--- config.mk ---
export PLATFORM = sky130hd
export DESIGN_NAME = missile_scheduler
export DESIGN_NICKNAME = d
export VERILOG_FILES = /design/src/rtl/missile_scheduler_pkg.sv /design/src/rtl/missile_scheduler_lfsr8.sv /design/src/rtl/missile_scheduler.sv
export SDC_FILE = /design/constraint.sdc
export NUM_CORES = 1
export LEC_CHECK = 0
export ABC_AREA = 1
export CORE_ASPECT_RATIO = 1.1
export CORE_MARGIN = 3
export CORE_UTILIZATION = 55
export DETAILED_ROUTE_END_ITERATION = 10
export PLACE_DENSITY = 0.84
export SLEW_MARGIN = 20
export SYNTH_ARGS = -nofsm -noshare
export SYNTH_HDL_FRONTEND = slang
export SYNTH_SLANG_ARGS = --single-unit
--- constraint.sdc ---
create_clock -name clk -period 7.9 [get_ports clk]
set_clock_uncertainty 0.2 [all_clocks]
set_input_delay 2.37 -clock clk [delete_from_list [all_inputs] [get_ports clk]]
set_output_delay 2.37 -clock clk [all_outputs]
set_load 0.005 [all_outputs]
--- src/rtl/missile_scheduler_pkg.sv ---
// Shared playfield constants and small helpers for the invader missile scheduler.
// Invader grid geometry lives here so the renderer and the scheduler agree on it.
package missile_scheduler_pkg;

  localparam int INVADERS_H            = 11;
  localparam int INVADERS_V            = 5;
  localparam int INVADERS_OFFSET_H     = 32;
  localparam int INVADERS_OFFSET_V     = 24;
  localparam int INVADER_WIDTH_SCALED  = 24;
  localparam int INVADER_HEIGHT_SCALED = 16;
  localparam int INV_BITS              = INVADERS_H * INVADERS_V;
  localparam int NUM_SLOTS             = 3;

  typedef struct packed {
    logic       active;
    logic [9:0] x;
    logic [9:0] y;
  } slot_t;

  function automatic slot_t slot_parked(input logic [9:0] park_y);
    slot_t s;
    s.active = 1'b0;
    s.x      = 10'd0;
    s.y      = park_y;
    return s;
  endfunction

  function automatic logic [3:0] col_next(input logic [3:0] c);
    logic [3:0] n;
    if (c >= 4'(INVADERS_H - 1)) n = 4'd0;
    else n = c + 4'd1;
    return n;
  endfunction

  // Alive-mask bit for row r (0 = top), column c
  function automatic logic [5:0] inv_index(input int r, input logic [3:0] c);
    return 6'(r * INVADERS_H) + {2'b00, c};
  endfunction

  function automatic logic col_alive(input logic [INV_BITS-1:0] inv, input logic [3:0] c);
    logic       hit;
    logic [5:0] idx;
    hit = 1'b0;
    for (int r = 0; r < INVADERS_V; r++) begin
      idx = inv_index(r, c);
      if (idx < 6'(INV_BITS)) hit = hit | inv[idx];
      else hit = hit;
    end
    return hit;
  endfunction

  // The shooter is the lowest alive invader on screen, i.e. the highest row index
  function automatic logic [2:0] shooter_row(input logic [INV_BITS-1:0] inv, input logic [3:0] c);
    logic [2:0] row;
    logic [5:0] idx;
    row = 3'd0;
    for (int r = 0; r < INVADERS_V; r++) begin
      idx = inv_index(r, c);
      if ((idx < 6'(INV_BITS)) && inv[idx]) row = 3'(r);
      else row = row;
    end
    return row;
  endfunction

endpackage

--- src/rtl/missile_scheduler_lfsr8.sv ---
// Free-running 8-bit maximal-length LFSR (x^8 + x^6 + x^5 + x^4 + 1) used to pick
// the first column tried when searching for a shooter.
module lfsr8 (
  input  logic       clk,
  input  logic       rst_n,
  output logic [7:0] q
);

  logic       fb_s;
  logic [7:0] q_d;

  // Next state; the all-zero lock-up state is steered back to the seed
  always_comb begin
    fb_s = q[7] ^ q[5] ^ q[4] ^ q[3];
    q_d  = {q[6:0], fb_s};
    if (q_d == 8'h00) q_d = 8'h01;
    else q_d = q_d;
  end

  always_ff @(posedge clk or negedge rst_n) begin
    if (!rst_n) q <= 8'h01;
    else q <= q_d;
  end

endmodule

--- src/rtl/missile_scheduler.sv ---
// Invader missile scheduler: once per frame moves the three missile slots, and when a
// shot is due searches for a shooter column and spawns a missile below it.
module missile_scheduler
  import missile_scheduler_pkg::*;
#(
  parameter int FIRE_PERIOD   = 32,
  parameter int MISSILE_SPEED = 2,
  parameter int BOTTOM_Y      = 470,
  parameter int PARK_Y        = 1000
) (
  input  logic                clk,
  input  logic                rst_n,
  input  logic                frame,
  input  logic                game_active,
  input  logic [INV_BITS-1:0] invaders,
  input  logic [9:0]          invaders_x,
  input  logic [9:0]          invaders_y,
  input  logic [1:0]          player_collision,
  output logic [9:0]          m1_x,
  output logic [9:0]          m1_y,
  output logic [9:0]          m2_x,
  output logic [9:0]          m2_y,
  output logic [9:0]          m3_x,
  output logic [9:0]          m3_y,
  output logic [2:0]          m_active,
  output logic                busy
);

  localparam logic [1:0] ST_IDLE   = 2'd0;
  localparam logic [1:0] ST_MOVE   = 2'd1;
  localparam logic [1:0] ST_SEARCH = 2'd2;
  localparam logic [1:0] ST_SPAWN  = 2'd3;

  localparam int              CW       = $clog2(FIRE_PERIOD + 1);
  localparam logic [CW-1:0]   CNT_MAX  = CW'(FIRE_PERIOD);
  localparam logic [9:0]      PARK     = 10'(PARK_Y);
  localparam logic [10:0]     BOTTOM   = 11'(BOTTOM_Y);
  localparam logic [10:0]     SPEED    = 11'(MISSILE_SPEED);
  localparam logic [3:0]      LAST_TRY = 4'(INVADERS_H - 1);

  logic [1:0]    state_q, state_d;
  logic          pend_q, pend_d;
  logic [CW-1:0] cnt_q, cnt_d;
  logic [3:0]    col_q, col_d;
  logic [3:0]    tries_q, tries_d;
  logic [2:0]    row_q, row_d;
  logic          busy_q;
  slot_t         slot_q [NUM_SLOTS];
  slot_t         slot_d [NUM_SLOTS];

  logic [7:0]    lfsr_s;
  logic [10:0]   y_next_s;
  logic          any_free_s;
  logic          spawned_s;
  logic [9:0]    spawn_x_s;
  logic [9:0]    spawn_y_s;

  lfsr8 u_lfsr (
    .clk   (clk),
    .rst_n (rst_n),
    .q     (lfsr_s)
  );

  // Muzzle position below the latched shooter, relative to the current block origin
  always_comb begin
    spawn_x_s = invaders_x + (10'(col_q) * 10'(INVADERS_OFFSET_H)) + 10'(INVADER_WIDTH_SCALED / 2);
    spawn_y_s = invaders_y + (10'(row_q) * 10'(INVADERS_OFFSET_V)) + 10'(INVADER_HEIGHT_SCALED);
  end

  // Frame sequencing, slot updates, player-hit clearing and game freeze
  always_comb begin
    state_d    = state_q;
    pend_d     = pend_q;
    cnt_d      = cnt_q;
    col_d      = col_q;
    tries_d    = tries_q;
    row_d      = row_q;
    slot_d     = slot_q;
    y_next_s   = 11'd0;
    any_free_s = 1'b0;
    spawned_s  = 1'b0;

    case (state_q)
      ST_IDLE: begin
        if (frame || pend_q) begin
          state_d = ST_MOVE;
          pend_d  = 1'b0;
        end else begin
          state_d = ST_IDLE;
        end
      end

      ST_MOVE: begin
        pend_d = pend_q | frame;
        // 11-bit sum so a missile near the 10-bit ceiling cannot wrap back on screen
        for (int k = 0; k < NUM_SLOTS; k++) begin
          y_next_s = {1'b0, slot_q[k].y} + SPEED;
          if (!slot_q[k].active) slot_d[k] = slot_q[k];
          else if (y_next_s > BOTTOM) slot_d[k] = slot_parked(PARK);
          else slot_d[k].y = y_next_s[9:0];
          any_free_s = any_free_s | ~slot_d[k].active;
        end
        if (cnt_q != CNT_MAX) cnt_d = cnt_q + CW'(1);
        else cnt_d = CNT_MAX;
        if ((cnt_d == CNT_MAX) && any_free_s) begin
          state_d = ST_SEARCH;
          col_d   = 4'(lfsr_s % 8'(INVADERS_H));
          tries_d = 4'd0;
        end else begin
          state_d = ST_IDLE;
        end
      end

      ST_SEARCH: begin
        pend_d = pend_q | frame;
        if (col_alive(invaders, col_q)) begin
          row_d   = shooter_row(invaders, col_q);
          state_d = ST_SPAWN;
        end else begin
          col_d   = col_next(col_q);
          tries_d = tries_q + 4'd1;
          if (tries_q >= LAST_TRY) state_d = ST_IDLE;
          else state_d = ST_SEARCH;
        end
      end

      ST_SPAWN: begin
        pend_d = pend_q | frame;
        for (int k = 0; k < NUM_SLOTS; k++) begin
          if (!slot_q[k].active && !spawned_s) begin
            slot_d[k] = '{active: 1'b1, x: spawn_x_s, y: spawn_y_s};
            spawned_s = 1'b1;
          end else begin
            spawned_s = spawned_s;
          end
        end
        if (spawned_s) cnt_d = {CW{1'b0}};
        else cnt_d = cnt_q;
        state_d = ST_IDLE;
      end

      default: begin
        state_d = ST_IDLE;
      end
    endcase

    // Hits only clear slots already in flight, so they never collide with a spawn target
    for (int k = 0; k < NUM_SLOTS; k++) begin
      if ((player_collision == 2'(k + 1)) && slot_q[k].active) slot_d[k] = slot_parked(PARK);
      else slot_d[k] = slot_d[k];
    end

    if (!game_active) begin
      state_d = ST_IDLE;
      pend_d  = 1'b0;
      cnt_d   = {CW{1'b0}};
      for (int k = 0; k < NUM_SLOTS; k++) slot_d[k] = slot_parked(PARK);
    end else begin
      state_d = state_d;
    end
  end

  // State and output registers
  always_ff @(posedge clk or negedge rst_n) begin
    if (!rst_n) begin
      state_q <= ST_IDLE;
      pend_q  <= 1'b0;
      cnt_q   <= {CW{1'b0}};
      col_q   <= 4'd0;
      tries_q <= 4'd0;
      row_q   <= 3'd0;
      busy_q  <= 1'b0;
      for (int k = 0; k < NUM_SLOTS; k++) slot_q[k] <= slot_parked(PARK);
    end else begin
      state_q <= state_d;
      pend_q  <= pend_d;
      cnt_q   <= cnt_d;
      col_q   <= col_d;
      tries_q <= tries_d;
      row_q   <= row_d;
      busy_q  <= (state_d != ST_IDLE);
      for (int k = 0; k < NUM_SLOTS; k++) slot_q[k] <= slot_d[k];
    end
  end

  assign m1_x     = slot_q[0].x;
  assign m1_y     = slot_q[0].y;
  assign m2_x     = slot_q[1].x;
  assign m2_y     = slot_q[1].y;
  assign m3_x     = slot_q[2].x;
  assign m3_y     = slot_q[2].y;
  assign m_active = {slot_q[2].active, slot_q[1].active, slot_q[0].active};
  assign busy     = busy_q;

endmodule

======== Word-level counts from Yosys, hierarchy flattened ========
Cells that the tools add are included.
word-level totals
  register bits after elaboration ......... 92
  input port bits ......................... 81
  output and inout bits ................... 64
  logic and storage cells ................. 189
operators by class
  $add $sub $neg .......................... 14
  multiply operators ...................... 1
  div/mod/pow operators ................... 1
  $lt $le $gt $ge ......................... 15
  equality and inequality tests ........... 25
  muxes and demuxes ....................... 72
  bitwise operators ....................... 13
  reductions and logical operators ........ 31
operators with widths
  kind                                                  number
  two-way mux 21 bit                                    11
  case mux 63 bit (2 select lines)                      1
  two-way mux 63 bit                                    1
  != test 4 bit (second input constant)                 9
  adder 10 x 2 -> 11 bit (second input constant)        3
  > comparator 11 x 9 -> 1 bit (second input constant)  3
  two-way mux 11 bit                                    3
  two-way mux 10 bit                                    3
  two-way mux 1 bit                                     25
  binary-select mux 1 bit (select 6 bit)                4
  two-way mux 6 bit                                     4
  < comparator 6 x 7 -> 1 bit (second input constant)   3
  two-way mux 20 bit                                    1
  two-way mux 4 bit                                     5
  < comparator 6 bit (second input constant)            3
  case mux 4 bit (2 select lines)                       2
  adder 6 x 4 -> 6 bit (first input constant)           2
  != test 4 x 1 -> 1 bit (second input constant)        3
  case mux 6 bit (2 select lines)                       1
  AND reduction 3 bit                                   4
  AND reduction 4 bit                                   3
  adder 10 x 4 -> 10 bit (second input constant)        1
  adder 10 x 5 -> 10 bit (second input constant)        1
  adder 10 x 8 -> 10 bit                                1
  other kinds (36)                                      75

======== Depth between registers and ports, before layout ========
  word-level depth ........................ 20
  gate-level depth with buffers ........... 35
  mapped depth without buffers ............ 34

======== By module ========
A second synthesis with hierarchy kept.
unflattened totals
  cells, all modules ...................... 1128
  area total of the unflattened synthesis .. 7683.6 um2
by module, submodules not included
  module             instances  cells each  area each (um2)  seq. area each (um2)
  missile_scheduler  1          1090        7367.1           2124.5
  lfsr8              1          38          316.6            201.4

======== Worst setup path before layout ========
Ideal clock, no wire load.
  kind .................................... input to register
  start ................................... in invaders_y[6]
  end ..................................... reg m3_y[9] (netlist name)
  library setup time ...................... 0.081 ns
  arrival ................................. 3.998 ns
  data required time ...................... 7.619 ns
  slack ................................... 3.621 ns
  stages on the path ...................... 13
  path buffers ............................ 0
  cells stage by stage .................... ha_1 -> ha_1 -> nand2_1 -> nor2_1 -> a211oi_1 -> nor2_1 -> nor2_1 -> nor2_1 -> nor2_1 -> nor2_1 -> nor2_1 -> inv_1 -> a32oi_1
between the ends
  word-level cells in the longest chain between the ends .. 6
RTL lines
  element                           RTL line                  source
  from (decl)                       missile_scheduler.sv:17   input logic [9:0] invaders_y,
  adder 10 x 8 -> 10 bit            missile_scheduler.sv:67   spawn_y_s = invaders_y + (10'(row_q) * 10'(INVADERS_OFFSET_V)) + 10'(INVADER_HEIGHT_SCALED);
  adder 10 x 5 -> 10 bit            missile_scheduler.sv:67
  two-way mux 21 bit                missile_scheduler.sv:130  if (!slot_q[k].active && !spawned_s) begin
  case mux 63 bit (2 select lines)  missile_scheduler.sv:83   case (state_q)
  two-way mux 21 bit                missile_scheduler.sv:149  if ((player_collision == 2'(k + 1)) && slot_q[k].active) slot_d[k] = slot_parked(PARK);
  two-way mux 63 bit                missile_scheduler.sv:153  if (!game_active) begin
Every way passes these cells. The select of a mux whose other input is x is not followed.
A chain may end at the register's enable or synchronous reset.

======== Final worst setup path ========
  start ................................... in game_active
  end ..................................... reg m2_x[7] (netlist name)
between the ends
  word-level cells in the longest chain between the ends .. 2
  elaborated cells on any way between the ends .. 6
  classes of those cells .................. eq/ne: 4; mux: 1; reduce/logical: 1
RTL lines
  element                                                                          RTL line                 source
  from (decl)                                                                      missile_scheduler.sv:14  input logic game_active,
  != test 4 bit (no source line) / != test 4 x 1 -> 1 bit (equally long branches)  -
  AND reduction 4 bit (no source line)                                             -
Several ways; a longest one is shown, not always the timed one.

==> reports/results.ini <==
[yosys]
synth_simple_gate_area_frac = 0.2751
synth_compound_area_frac = 0.1968
instance_count_of_the_mapped_netlist = 1100
mux_share_of_post_synthesis_cell_area = 0.002635
synth.lib_cells_used.distinct = 52
ys_ff_latch = 92
synth-warning-count = 0
synth_area_leaders = sky130_fd_sc_hd__dfrtp_1 (24%), sky130_fd_sc_hd__nand2_1 (13%), sky130_fd_sc_hd__ha_1 (7.9%)
synth_nets = 1231
synth_adder_area_share = 0.08434
synth.avg_cell_area_sq_um = 6.905
synth_area_leader_cell = sky130_fd_sc_hd__dfrtp_1
synth_top_family_by_area = simple AND/OR/NAND/NOR gates
synth-xor-area-share = 0.03459
ys.flop_type = sky130_fd_sc_hd__dfrtp_1
synth_top_cell_area_share = 0.2405
postSynth.asyncResetShare = 1.000
netlist_area_sq_um = 7596
number_of_enable_flip_flop_cells_after_synthesis = 0
seq_area_frac_synth = 0.3062

[worst_setup_path]
timing.critical_path.slowest_cell_delay_ns = 0.63
timing.critical_path.cells = clkdlybuf4s50_1, inv_1, nor2_1, nand2_1, nand2_1, inv_1, nor2_1, nor2_1, o31ai_2, buf_4, or2_2, o21ai_0
timing.critical_path.arrival_ns = 5.12
worstPathBufferInverterCount = 4
path_delay_family = simple AND/OR/NAND/NOR gates
critPathCaptureType = flop
cp_data_required_time_ns = 7.96
critical-path-slowest-cell = sky130_fd_sc_hd__clkdlybuf4s50_1
crit_type = input port to flop
worst_path_max_fanout = 16
path_common_cell = sky130_fd_sc_hd__nor2_1
setup.worst_path.start_class = input port

[placed_design]
finalWeightedCongestion = 0.9478
place_hpwl_um = 16080
buffer_ports.inserted = 144

[routing]
drtPass1Iterations = 5
antenna_left = 0
wl_per_cell_um = 14.76
route.final.wire_length_um = 20810
drt_drc_violations_left = 0
route.vias.total = 7886
initialDrtViolationCount = 768
viasPerCell = 5.593

[timing]
transition_at_the_pin_with_the_smallest_max_transition_slack_ns = 1.034
slew_headroom = 0.3063
unrepaired_setup_endpoints_after_global_routing = false
timing_hold_violations_final = 0
layout_worst_path_cycle_share = 0.6411
achievable-frequency_mhz = 197.5
finalSetupTns_ns = 0
setup_viol = 0
layout_min_cycle_time_ns = 5.064
report.final.slew_viol_count = 0

[clock_tree]
clkSinkCount = 92
cts_hold_buf = 0
cts.root.buffer_cell = sky130_fd_sc_hd__clkbuf_16
cts_htree_levels = 3
cts-buffers-inserted = 9
clock_tree.buffer_depth = 2
cts.clk_slew.worst_paths_ns = 0.07
postCtsSetupBuffers = 0
cts-resized-gates = 0
clkLatencyLatePin_ns = 0.34
cts_tree = yes

[power]
power_mw = 1.631
clock_power_share = 0.284
worst_vdd_rail_ir_drop_v = 0.0001048
net-switching-power_mw = 0.6109
power.switching_fraction = 0.3744
leakagePower_nw = 4.484
power_density_nw_per_um2 = 172.6
seq_power_share = 0.329
p_int_mw = 1.021
power.share.combinational = 0.387

[die]
design.die.area_sq_um = 15260
core_area_sq_um = 13380
floorplan.rows = 44
floorplan.die.height_um = 129.3
start_util = 0.5678
die_x_um = 118.1
design.portCount = 145

[final_layout]
n_antenna_cell = 0
finish.net_count = 1352
drive_above_1_share = 0.07259
area_growth_pct = 24.46

[global_routing]
grt_pass1_wl_um = 34940
grt_max_degree = 68
grt_antenna_before_repair = 0
grt_overflow_total = 0
track_usage = 0.2744
grt_pass1_vias = 7569

[outcome]
outcome = finished, final reports clean

[worst_hold_path]
hold_path.class = flop to flop

[flow_run]
maxCapViolations = 0

## worst paths after layout
path,startpoint,endpoint,slack (ns),cells past startpoint
max in group asynchronous,rst_n,col_q[0],4.62,2
min reg2reg,u_lfsr.q[6],u_lfsr.q[7],0.23,0
max reg2reg,col_q[0],tries_q[2],3.55,16
min,u_lfsr.q[6],u_lfsr.q[7],0.23,0
max,game_active,m2_x[7],2.84,12
min in group asynchronous,rst_n,m3_x[2],1.79,1
## synthesized netlist by cell type (4+ instances only)
master / count
sky130_fd_sc_hd__nor2_1: 92
sky130_fd_sc_hd__dfrtp_1: 73
sky130_fd_sc_hd__nand2_1: 257
sky130_fd_sc_hd__o21ai_0: 116
sky130_fd_sc_hd__nor3_1: 9
sky130_fd_sc_hd__o311ai_0: 5
sky130_fd_sc_hd__xnor2_1: 5
sky130_fd_sc_hd__inv_1: 146
sky130_fd_sc_hd__dfstp_2: 19
sky130_fd_sc_hd__o22ai_1: 11
sky130_fd_sc_hd__o21ai_1: 5
sky130_fd_sc_hd__nor2_4: 4
sky130_fd_sc_hd__xor2_1: 25
sky130_fd_sc_hd__nand2_2: 14
sky130_fd_sc_hd__buf_2: 12
sky130_fd_sc_hd__clkbuf_1: 22
sky130_fd_sc_hd__nand2_4: 6
sky130_fd_sc_hd__ha_1: 48
sky130_fd_sc_hd__o211ai_1: 9
sky130_fd_sc_hd__nand3_1: 70
sky130_fd_sc_hd__o2111ai_1: 5
sky130_fd_sc_hd__a31oi_1: 8
sky130_fd_sc_hd__inv_2: 7
sky130_fd_sc_hd__nand3_2: 8
sky130_fd_sc_hd__a21oi_1: 53
sky130_fd_sc_hd__nand4_1: 11
sky130_fd_sc_hd__a32oi_1: 4
sky130_fd_sc_hd__o31ai_1: 10
## through the flow
| stage | area, sq um | instances | worst slack, ns | utilization | hold slack, ns |
|---|---|---|---|---|---|
| final | 9454 | 1410 | 2.836 | 0.7067 | 0.2301 |
| after global routing | 9454 | 1410 | 2.595 | 0.7067 | 0.2434 |
| after CTS | 9454 | 1410 | 2.902 | 0.7067 | 0.2257 |
| after detailed placement | 9138 | 1394 | 2.562 | 0.6830 | 0.2119 |
| after global placement | 9138 | 1394 | 2.702 | 0.6830 | 0.2185 |
| after floorplan | 7596 | 1100 | 3.621 | - | 0.2651 |
## registers in the layout, summed over array words and instances, names as in the netlist, 3 cells and up
| register | count |
|---|---|
| m1_x | 10 |
| m1_y | 10 |
| m2_x | 10 |
| m2_y | 10 |
| m3_x | 10 |
| m3_y | 10 |
| u_lfsr.q | 8 |
| cnt_q | 6 |
| col_q | 4 |
| tries_q | 4 |
| m_active | 3 |
| row_q | 3 |
## power by group through the flow
stage	Sequential, mW	Combinational (mW)	Clock (mW)
final	0.537	0.632	0.463
after floorplan	0.536	0.430	0
after global placement	0.543	0.607	0
after detailed placement	0.544	0.617	0
after global routing	0.541	0.710	0.483
after CTS	0.536	0.622	0.467
## cells in the final DEF, fill, tap and decap left out, drive strengths merged, types with 25 or more instances in the layout
cell | synthesis | routed
dfrtp | 73 | 73
nand2 | 277 | 277
clkdlybuf4s50 | 0 | 143
nor2 | 97 | 97
ha | 48 | 48
inv | 153 | 154
o21ai | 122 | 122
xor2 | 25 | 25
a21oi | 54 | 54
nand3 | 78 | 78
## metal layers
metal,GRT usage,share of wire,up-vias
met4,0.1103,0.034,0
li1,-,-,3881
met1,0.3314,0.41,3646
met5,0,0,-
met2,0.4993,0.50,304
met3,0.03667,0.056,55
## layout make-up
type                    instances  area (sq um)
clock buffers                  10         229.0
flip-flops and latches         92          2327
repair buffers                149          1476
inverters                     156         585.6
clock inverters                 6         87.58
well taps                     184         230.2
multi-input cells             813          4518
fillers                      1098          3924
## kinds of logic after synthesis
family / Yosys count
XOR/XNOR: 30
AO/OA/AOI/OAI: 255
flip-flops: 92
multiplexers: 2
buffers and inverters: 195
AND/OR/NAND/NOR: 476
adder cells (fa/ha/maj): 50
No activity file was read; power rests on OpenSTA's default activity.
